$ cat config.mk
export PLATFORM = sky130hd
export DESIGN_NAME = exu_alu_arb_flat
export DESIGN_NICKNAME = d
export VERILOG_FILES = /design/src/rtl/exu_alu_arb_if.sv /design/src/rtl/exu_alu_arb.sv /design/src/flat_wrapper.sv
export SDC_FILE = /design/constraint.sdc
export NUM_CORES = 1
export LEC_CHECK = 0
export BUFFER_PORTS_ARGS = -buffer_cell sky130_fd_sc_hd__buf_4
export CORE_AREA = 2 2 114 116
export DETAILED_ROUTE_END_ITERATION = 10
export DIE_AREA = 0 0 116 118
export PLACE_DENSITY = 0.61
export SYNTH_ARGS = -nofsm -noshare
export SYNTH_HDL_FRONTEND = slang
export SYNTH_SLANG_ARGS = --single-unit
$ cat constraint.sdc
create_clock -name clk -period 5.35 [get_ports clk]
set_clock_uncertainty 0.1 [all_clocks]
set_input_delay 0.535 -clock clk [delete_from_list [all_inputs] [get_ports clk]]
set_output_delay 0.535 -clock clk [all_outputs]
set_load 0.005 [all_outputs]
$ cat src/rtl/exu_alu_arb_if.sv
// Handshake bundle for the shared-ALU arbiter: two requesters, ALU port, response.
`ifndef ALU_OPC_SIZE
`define ALU_OPC_SIZE 4
`endif

interface exu_alu_arb_if #(
  parameter int XLEN  = 32,
  parameter int OPC_W = `ALU_OPC_SIZE,
  parameter int TAG_W = 5
);
  logic [1:0]            req_valid;
  logic [1:0]            req_ready;
  logic [1:0][OPC_W-1:0] req_opcode;
  logic [1:0][XLEN-1:0]  req_src1;
  logic [1:0][XLEN-1:0]  req_src2;
  logic [1:0][TAG_W-1:0] req_tag;
  logic [OPC_W-1:0]      alu_opcode;
  logic [XLEN-1:0]       alu_src1;
  logic [XLEN-1:0]       alu_src2;
  logic [XLEN-1:0]       alu_dst;
  logic                  rsp_valid;
  logic                  rsp_ready;
  logic [XLEN-1:0]       rsp_dst;
  logic                  rsp_id;
  logic [TAG_W-1:0]      rsp_tag;

  modport slave (
    input  req_valid, req_opcode, req_src1, req_src2, req_tag,
    output req_ready,
    output alu_opcode, alu_src1, alu_src2,
    input  alu_dst,
    output rsp_valid, rsp_dst, rsp_id, rsp_tag,
    input  rsp_ready
  );

  modport master (
    output req_valid, req_opcode, req_src1, req_src2, req_tag,
    input  req_ready,
    input  alu_opcode, alu_src1, alu_src2,
    output alu_dst,
    input  rsp_valid, rsp_dst, rsp_id, rsp_tag,
    output rsp_ready
  );
endinterface

$ cat src/rtl/exu_alu_arb.sv
// Two-requester arbiter for the shared ALU with a one-entry response slot.
// EXU_ALU_ARB_FIXED_PRIO_EN: requester 0 always wins instead of round-robin.
`ifndef ALU_OPC_SIZE
`define ALU_OPC_SIZE 4
`endif

module exu_alu_arb #(
  parameter int XLEN  = 32,
  parameter int OPC_W = `ALU_OPC_SIZE,
  parameter int TAG_W = 5
) (
  input  logic          clk,
  input  logic          rst,
  exu_alu_arb_if.slave  bus
);

  logic             slot_free;
  logic [1:0]       gnt;
  logic             sel;

  logic             rsp_valid_q, rsp_valid_d;
  logic [XLEN-1:0]  rsp_dst_q,   rsp_dst_d;
  logic             rsp_id_q,    rsp_id_d;
  logic [TAG_W-1:0] rsp_tag_q,   rsp_tag_d;

`ifndef EXU_ALU_ARB_FIXED_PRIO_EN
  logic last_gnt_q, last_gnt_d;
`endif

  // Ready depends only on valids and slot state, never on payload.
  always_comb begin
    slot_free = !rsp_valid_q || bus.rsp_ready;
    gnt       = 2'b00;
    if (slot_free) begin
      unique case (bus.req_valid)
        2'b01:   gnt = 2'b01;
        2'b10:   gnt = 2'b10;
`ifdef EXU_ALU_ARB_FIXED_PRIO_EN
        2'b11:   gnt = 2'b01;
`else
        2'b11:   gnt = last_gnt_q ? 2'b01 : 2'b10;
`endif
        default: gnt = 2'b00;
      endcase
    end
  end

  assign sel           = gnt[1];
  assign bus.req_ready = gnt;

  assign bus.alu_opcode = bus.req_opcode[sel];
  assign bus.alu_src1   = bus.req_src1[sel];
  assign bus.alu_src2   = bus.req_src2[sel];

  always_comb begin
    rsp_valid_d = rsp_valid_q;
    rsp_dst_d   = rsp_dst_q;
    rsp_id_d    = rsp_id_q;
    rsp_tag_d   = rsp_tag_q;
    if (|gnt) begin
      rsp_valid_d = 1'b1;
      rsp_dst_d   = bus.alu_dst;
      rsp_id_d    = sel;
      rsp_tag_d   = bus.req_tag[sel];
    end else if (bus.rsp_ready) begin
      rsp_valid_d = 1'b0;
    end
  end

  always_ff @(posedge clk or posedge rst) begin
    if (rst) begin
      rsp_valid_q <= 1'b0;
      rsp_dst_q   <= '0;
      rsp_id_q    <= 1'b0;
      rsp_tag_q   <= '0;
    end else begin
      rsp_valid_q <= rsp_valid_d;
      rsp_dst_q   <= rsp_dst_d;
      rsp_id_q    <= rsp_id_d;
      rsp_tag_q   <= rsp_tag_d;
    end
  end

`ifndef EXU_ALU_ARB_FIXED_PRIO_EN
  assign last_gnt_d = (|gnt) ? sel : last_gnt_q;

  // Pointer resets to 1 so requester 0 wins the first contention.
  always_ff @(posedge clk or posedge rst) begin
    if (rst) last_gnt_q <= 1'b1;
    else     last_gnt_q <= last_gnt_d;
  end
`endif

  assign bus.rsp_valid = rsp_valid_q;
  assign bus.rsp_dst   = rsp_dst_q;
  assign bus.rsp_id    = rsp_id_q;
  assign bus.rsp_tag   = rsp_tag_q;

endmodule
$ cat src/flat_wrapper.sv
// flat-port wrapper written by rule: the top's interface ports become plain ports
module exu_alu_arb_flat 
#(
  parameter int XLEN  = 32,
  parameter int OPC_W = `ALU_OPC_SIZE,
  parameter int TAG_W = 5
)
  (clk, rst, bus_req_valid, bus_req_opcode, bus_req_src1, bus_req_src2, bus_req_tag, bus_req_ready, bus_alu_opcode, bus_alu_src1, bus_alu_src2, bus_alu_dst, bus_rsp_valid, bus_rsp_dst, bus_rsp_id, bus_rsp_tag, bus_rsp_ready);
  exu_alu_arb_if #(.XLEN(XLEN), .OPC_W(OPC_W), .TAG_W(TAG_W)) bus_i ();
  input  logic clk;
  input  logic rst;
  input wire logic [$bits(bus_i.req_valid)-1:0] bus_req_valid;
  input wire logic [$bits(bus_i.req_opcode)-1:0] bus_req_opcode;
  input wire logic [$bits(bus_i.req_src1)-1:0] bus_req_src1;
  input wire logic [$bits(bus_i.req_src2)-1:0] bus_req_src2;
  input wire logic [$bits(bus_i.req_tag)-1:0] bus_req_tag;
  output wire logic [$bits(bus_i.req_ready)-1:0] bus_req_ready;
  output wire logic [$bits(bus_i.alu_opcode)-1:0] bus_alu_opcode;
  output wire logic [$bits(bus_i.alu_src1)-1:0] bus_alu_src1;
  output wire logic [$bits(bus_i.alu_src2)-1:0] bus_alu_src2;
  input wire logic [$bits(bus_i.alu_dst)-1:0] bus_alu_dst;
  output wire logic [$bits(bus_i.rsp_valid)-1:0] bus_rsp_valid;
  output wire logic [$bits(bus_i.rsp_dst)-1:0] bus_rsp_dst;
  output wire logic [$bits(bus_i.rsp_id)-1:0] bus_rsp_id;
  output wire logic [$bits(bus_i.rsp_tag)-1:0] bus_rsp_tag;
  input wire logic [$bits(bus_i.rsp_ready)-1:0] bus_rsp_ready;
  assign bus_i.req_valid = bus_req_valid;
  assign bus_i.req_opcode = bus_req_opcode;
  assign bus_i.req_src1 = bus_req_src1;
  assign bus_i.req_src2 = bus_req_src2;
  assign bus_i.req_tag = bus_req_tag;
  assign bus_req_ready = bus_i.req_ready;
  assign bus_alu_opcode = bus_i.alu_opcode;
  assign bus_alu_src1 = bus_i.alu_src1;
  assign bus_alu_src2 = bus_i.alu_src2;
  assign bus_i.alu_dst = bus_alu_dst;
  assign bus_rsp_valid = bus_i.rsp_valid;
  assign bus_rsp_dst = bus_i.rsp_dst;
  assign bus_rsp_id = bus_i.rsp_id;
  assign bus_rsp_tag = bus_i.rsp_tag;
  assign bus_i.rsp_ready = bus_rsp_ready;
  exu_alu_arb #(.XLEN(XLEN), .OPC_W(OPC_W), .TAG_W(TAG_W)) u_core (.clk(clk), .rst(rst), .bus(bus_i));
endmodule
======== Yosys cells after proc, flatten, opt, wreduce, memory -nomap -nowiden ========
Index checks and enable logic that the tools add are counted.
operators by class
  reductions and logical operators ........ 4
  mux-type cells .......................... 13
  equality and inequality tests ........... 3
  magnitude comparators ................... 1
operators by type and width
  cell                  number
  $mux W32              4
  $mux W5               2
  $mux W4               2
  $pmux W2 S3           1
  $eq A2 B2 Y1 const B  2
  $mux W2               2
  $eq A2 B1 Y1 const B  1
  $lt A1 B2 Y1 const B  1
  $mux W1               2
  $reduce_bool A2 Y1    1
  $reduce_or A2 Y1      1
  $logic_not A1 Y1      1
  $logic_or A1 B1 Y1    1
word-level totals
  register bits ........................... 40
  logic and storage cells ................. 26
  output and inout port bits .............. 109

======== Logic depth before layout (Yosys ltp) ========
  depth after elaboration ................. 5
  mapped depth ............................ 7
  gate-level depth less buffers ........... 4

======== Worst setup path before layout ========
Ideal clock, no wire load.
  path kind ............................... input -> output
  from .................................... input port bus_rsp_ready
  to ...................................... output port bus_alu_src1[27]
  path slack .............................. 3,210 ps
  data required time ...................... 4,715 ps
  arrival time ............................ 1,505 ps
  stages .................................. 6
  cell sequence ........................... nand2b_1 -> buf_6 -> nand3_2 -> buf_6 -> buf_6 -> mux2_4
on the way
  word-level cells in the longest chain between the ends .. 4
RTL lines
  what                                          line                source
  start, declared                               flat_wrapper.sv:26  input wire logic [$bits(bus_i.rsp_ready)-1:0] bus_rsp_ready;
  $logic_or A1 B1 Y1                            exu_alu_arb.sv:32   slot_free = !rsp_valid_q || bus.rsp_ready;
  $mux W2                                       exu_alu_arb.sv:34   if (slot_free) begin
  $mux W32 (not written as such) (2 in series)  exu_alu_arb.sv:52   assign bus.alu_src1 = bus.req_src1[sel];
  end, declared                                 flat_wrapper.sv:19  output wire logic [$bits(bus_i.alu_src1)-1:0] bus_alu_src1;
Every way passes these cells. The select of a mux whose other input is x is not followed.

======== Final worst setup path ========
  from .................................... register u_core.rsp_valid_q (netlist: u_core.bus.rsp_valid)
  to ...................................... output port bus_alu_src1[4]
on the way
  word-level cells in the longest chain between the ends .. 5
RTL lines
  what                                          line               source
  start, declared                               exu_alu_arb.sv:21  logic rsp_valid_q, rsp_valid_d;
  start signal, assigned                        exu_alu_arb.sv:77  rsp_valid_q <= rsp_valid_d;
  $logic_not A1 Y1                              exu_alu_arb.sv:32
  $logic_or A1 B1 Y1                            exu_alu_arb.sv:32
  $mux W2                                       exu_alu_arb.sv:34
  $mux W32 (not written as such) (2 in series)  exu_alu_arb.sv:52
Every way passes these cells. The select of a mux whose other input is x is not followed.

==> results.yml <==
logic_synthesis:
  ys_types: 22
  yosysTopAreaCell: "dfrtp_1"
  yosysMostFrequentCell: "mux2_4"
  ys_ff_latch: 40
  synthFlopType: "dfrtp_1"
  seq_area_frac_synth_pct: 36.86
  syn_area_um2: 2719
  async_reset_ff_share_pct: 100.0
  synth_top_area_share_pct: 35.90
  yosys_warnings: 0
  synth_common_cells: "mux2_4, mux2_2, dfrtp_1, inv_1"
  synth.top_cells.by_area: "dfrtp_1, mux2_4, mux2_2, buf_12, o2111ai_1"
  synth_edf_count: 0
  synth_fp_nets: 373
  avgSynthCellArea_um2: 14.31
  synth_cells: 190
setup_path:
  critPathTopFamily: "simple AND/OR/NAND/NOR gates"
  slowest_delay_ps: 830
  crit_cells: 5
  rr_worst_depth: 3
  cp.required_ps: 4720
  cp_common_cell: "buf_4"
  worst-setup-path-type: "reg2out"
  worst_ep_arrival_time_ps: 2900
  slowest_stage: "nand3_4"
  worstSetupEndpointType: "output port"
  startpoint_type: "flop"
  critPathMaxFanout: 61
  crit_chain: "nand2b_1, nand3_4, buf_4, mux2_4, buf_4"
  critPathBufInv: 2
die:
  die_y_um: 118
  die_area_um2: 13690
  chipWidth_um: 116
  row_count: 41
  design.core.area_um2: 12410
  start_util_pct: 21.90
  io_pins: 292
global_routing:
  busiest_layer: "met2"
  grt_overflow_total: 0
  grt_pass1_wl_um: 14860
  grt_pass1_vias: 2800
  met1_usage_pct: 14.45
  grtUsageMet2_pct: 26.54
  use_met3_pct: 4.377
  antenna_found_initial: 0
  grt_max_degree: 62
  grt_usage_pct: 13.90
cts:
  cts_tree: "done"
  clk_path_buf_depth: 2
  cts_max_level: 2
  cts_buffers: 5
  clock_sinks: 40
  clk_pin_slew_ps: 60
  root_buffer: "clkbuf_16"
  worst_skew_pair.late_latency_ps: 270
  cts_resized: 0
  post-cts-setup-buffers: 0
  holdBufCountCts: 0
min_path:
  worstHoldPathType: "in2async"
place:
  gp_congestion: 0.7695
  dp.final_hpwl_um: 8845
  placed_area_um2: 4977
  io_buffers: 291
  dp_cells: 642
timing:
  rsz0062_at_grt: "false"
  drv_slew: 0
  period_share_pct: 66.17
  slew_headroom_pct: 27.17
  setup_viol: 0
  worst_pin_slew_ps: 1092
  hold_ws_ps: 229.1
  finalHoldViolCount: 0
  fin_crit_ps: 3540
  max_freq_mhz: 282.5
  final.setup.tns_ps: 0
route:
  postRouteAntennaNets: 0
  routed_wl_um: 10340
  via_count: 2681
  via_per_inst: 4.125
  first_iter_violations: 88
  route.detailed.drc: 0
  wl_per_cell_um: 15.90
  dr.pass1.iters: 4
finish:
  design_area_um2: 5155
  layout-drive-gt1-share_pct: 84.52
  fin_util_pct: 41.52
  final_cells: 650
  n_antenna_cell: 0
  fin_nets: 660
  syn_to_final_growth_pct: 89.60
pwr:
  ir_drop_uv: 176.6
  p_leak_nw: 2.742
  powerDensity_nw_per_um2: 226.7
outcome:
  status: "finished clean"
run:
  cap_violations: 0
-- layout by cell type (no fill, tap or decap) --
cell type and count:
o21ai_0 5, o211ai_1 5, nand3_4 1, dfstp_2 1
bufinv_16 1, inv_1 9, clkinv_4 1, mux2_2 44
a31oi_1 1, nand2b_1 1, and2b_1 1, mux2_1 2
a21o_1 1, o2111ai_1 5, dfrtp_1 39, nor2_4 1
buf_4 294, a21oi_1 2, mux2_4 54, clkbuf_8 1
nand2_1 3, nor2_2 1, clkbuf_16 5
-- state kept, by name, indices dropped and copies added (netlist names) --
signal                cells
u_core.bus.rsp_dst       32
u_core.last_gnt_q         1
u_core.bus.rsp_tag        5
u_core.bus.rsp_valid      1
u_core.bus.rsp_id         1
-- area by class of cell --
| type | count | area [um2] |
|---|---|---|
| inverter | 9 | 33.78 |
| clock buffer | 6 | 138.9 |
| timing repair buffer | 294 | 2207 |
| multi-input combinational | 127 | 1519 |
| fill | 1206 | 7259 |
| clock inverter | 2 | 38.79 |
| tap | 172 | 215.2 |
| sequential | 40 | 1002 |
-- report_power, final --
group	internal, mW	leakage, nW	switching, mW
clock network	0.233	0.0871	0.116
registers	0.348	0.467	0.0265
logic	0.303	2.19	0.141
-- final timing paths --
kind,start,to,slack (ps)
worst min register to register,u_core.bus.rsp_id$_DFFE_PP0P_,u_core.bus.rsp_id$_DFFE_PP0P_,390
worst min-delay path,rst,u_core.bus.rsp_dst[20]$_DFFE_PP0P_,230
worst max-delay path,u_core.bus.rsp_valid$_DFFE_PP0P_,bus_alu_src1[4],1810
min in group clk,bus_alu_dst[24],u_core.bus.rsp_dst[24]$_DFFE_PP0P_,380
worst max register to register,u_core.bus.rsp_valid$_DFFE_PP0P_,u_core.bus.rsp_tag[0]$_DFFE_PP0P_,3070
max in group asynchronous,rst,u_core.bus.rsp_dst[17]$_DFFE_PP0P_,4170
-- metrics by stage --
| step | worst slack, ps | total power [mW] |
|---|---|---|
| 2_1_floorplan | 3210 | 0.5709 |
| 3_3_place_gp | 1898 | 0.8229 |
| 3_5_place_dp | 1833 | 0.8299 |
| 4_1_cts | 1803 | 1.186 |
| 5_1_grt | 1634 | 1.235 |
| 6_report | 1810 | 1.169 |
-- metal layers --
layer  part of all wire, %  wire length (um)  up-vias
met5                     0                 0        -
met4                   1.8               189        0
met3                    10              1029       16
met2                    54              5566      146
met1                    34              3552     1249
li1                      -                 -     1270
-- cells by family after synthesis --
family,synth area share [%]
AOI/OAI and AO/OA,4.786
buffers and inverters,7.547
DFF,36.86
muxes,48.87
and+or+nand+nor,1.933
Note: power is estimated with default switching activity, not from simulation.
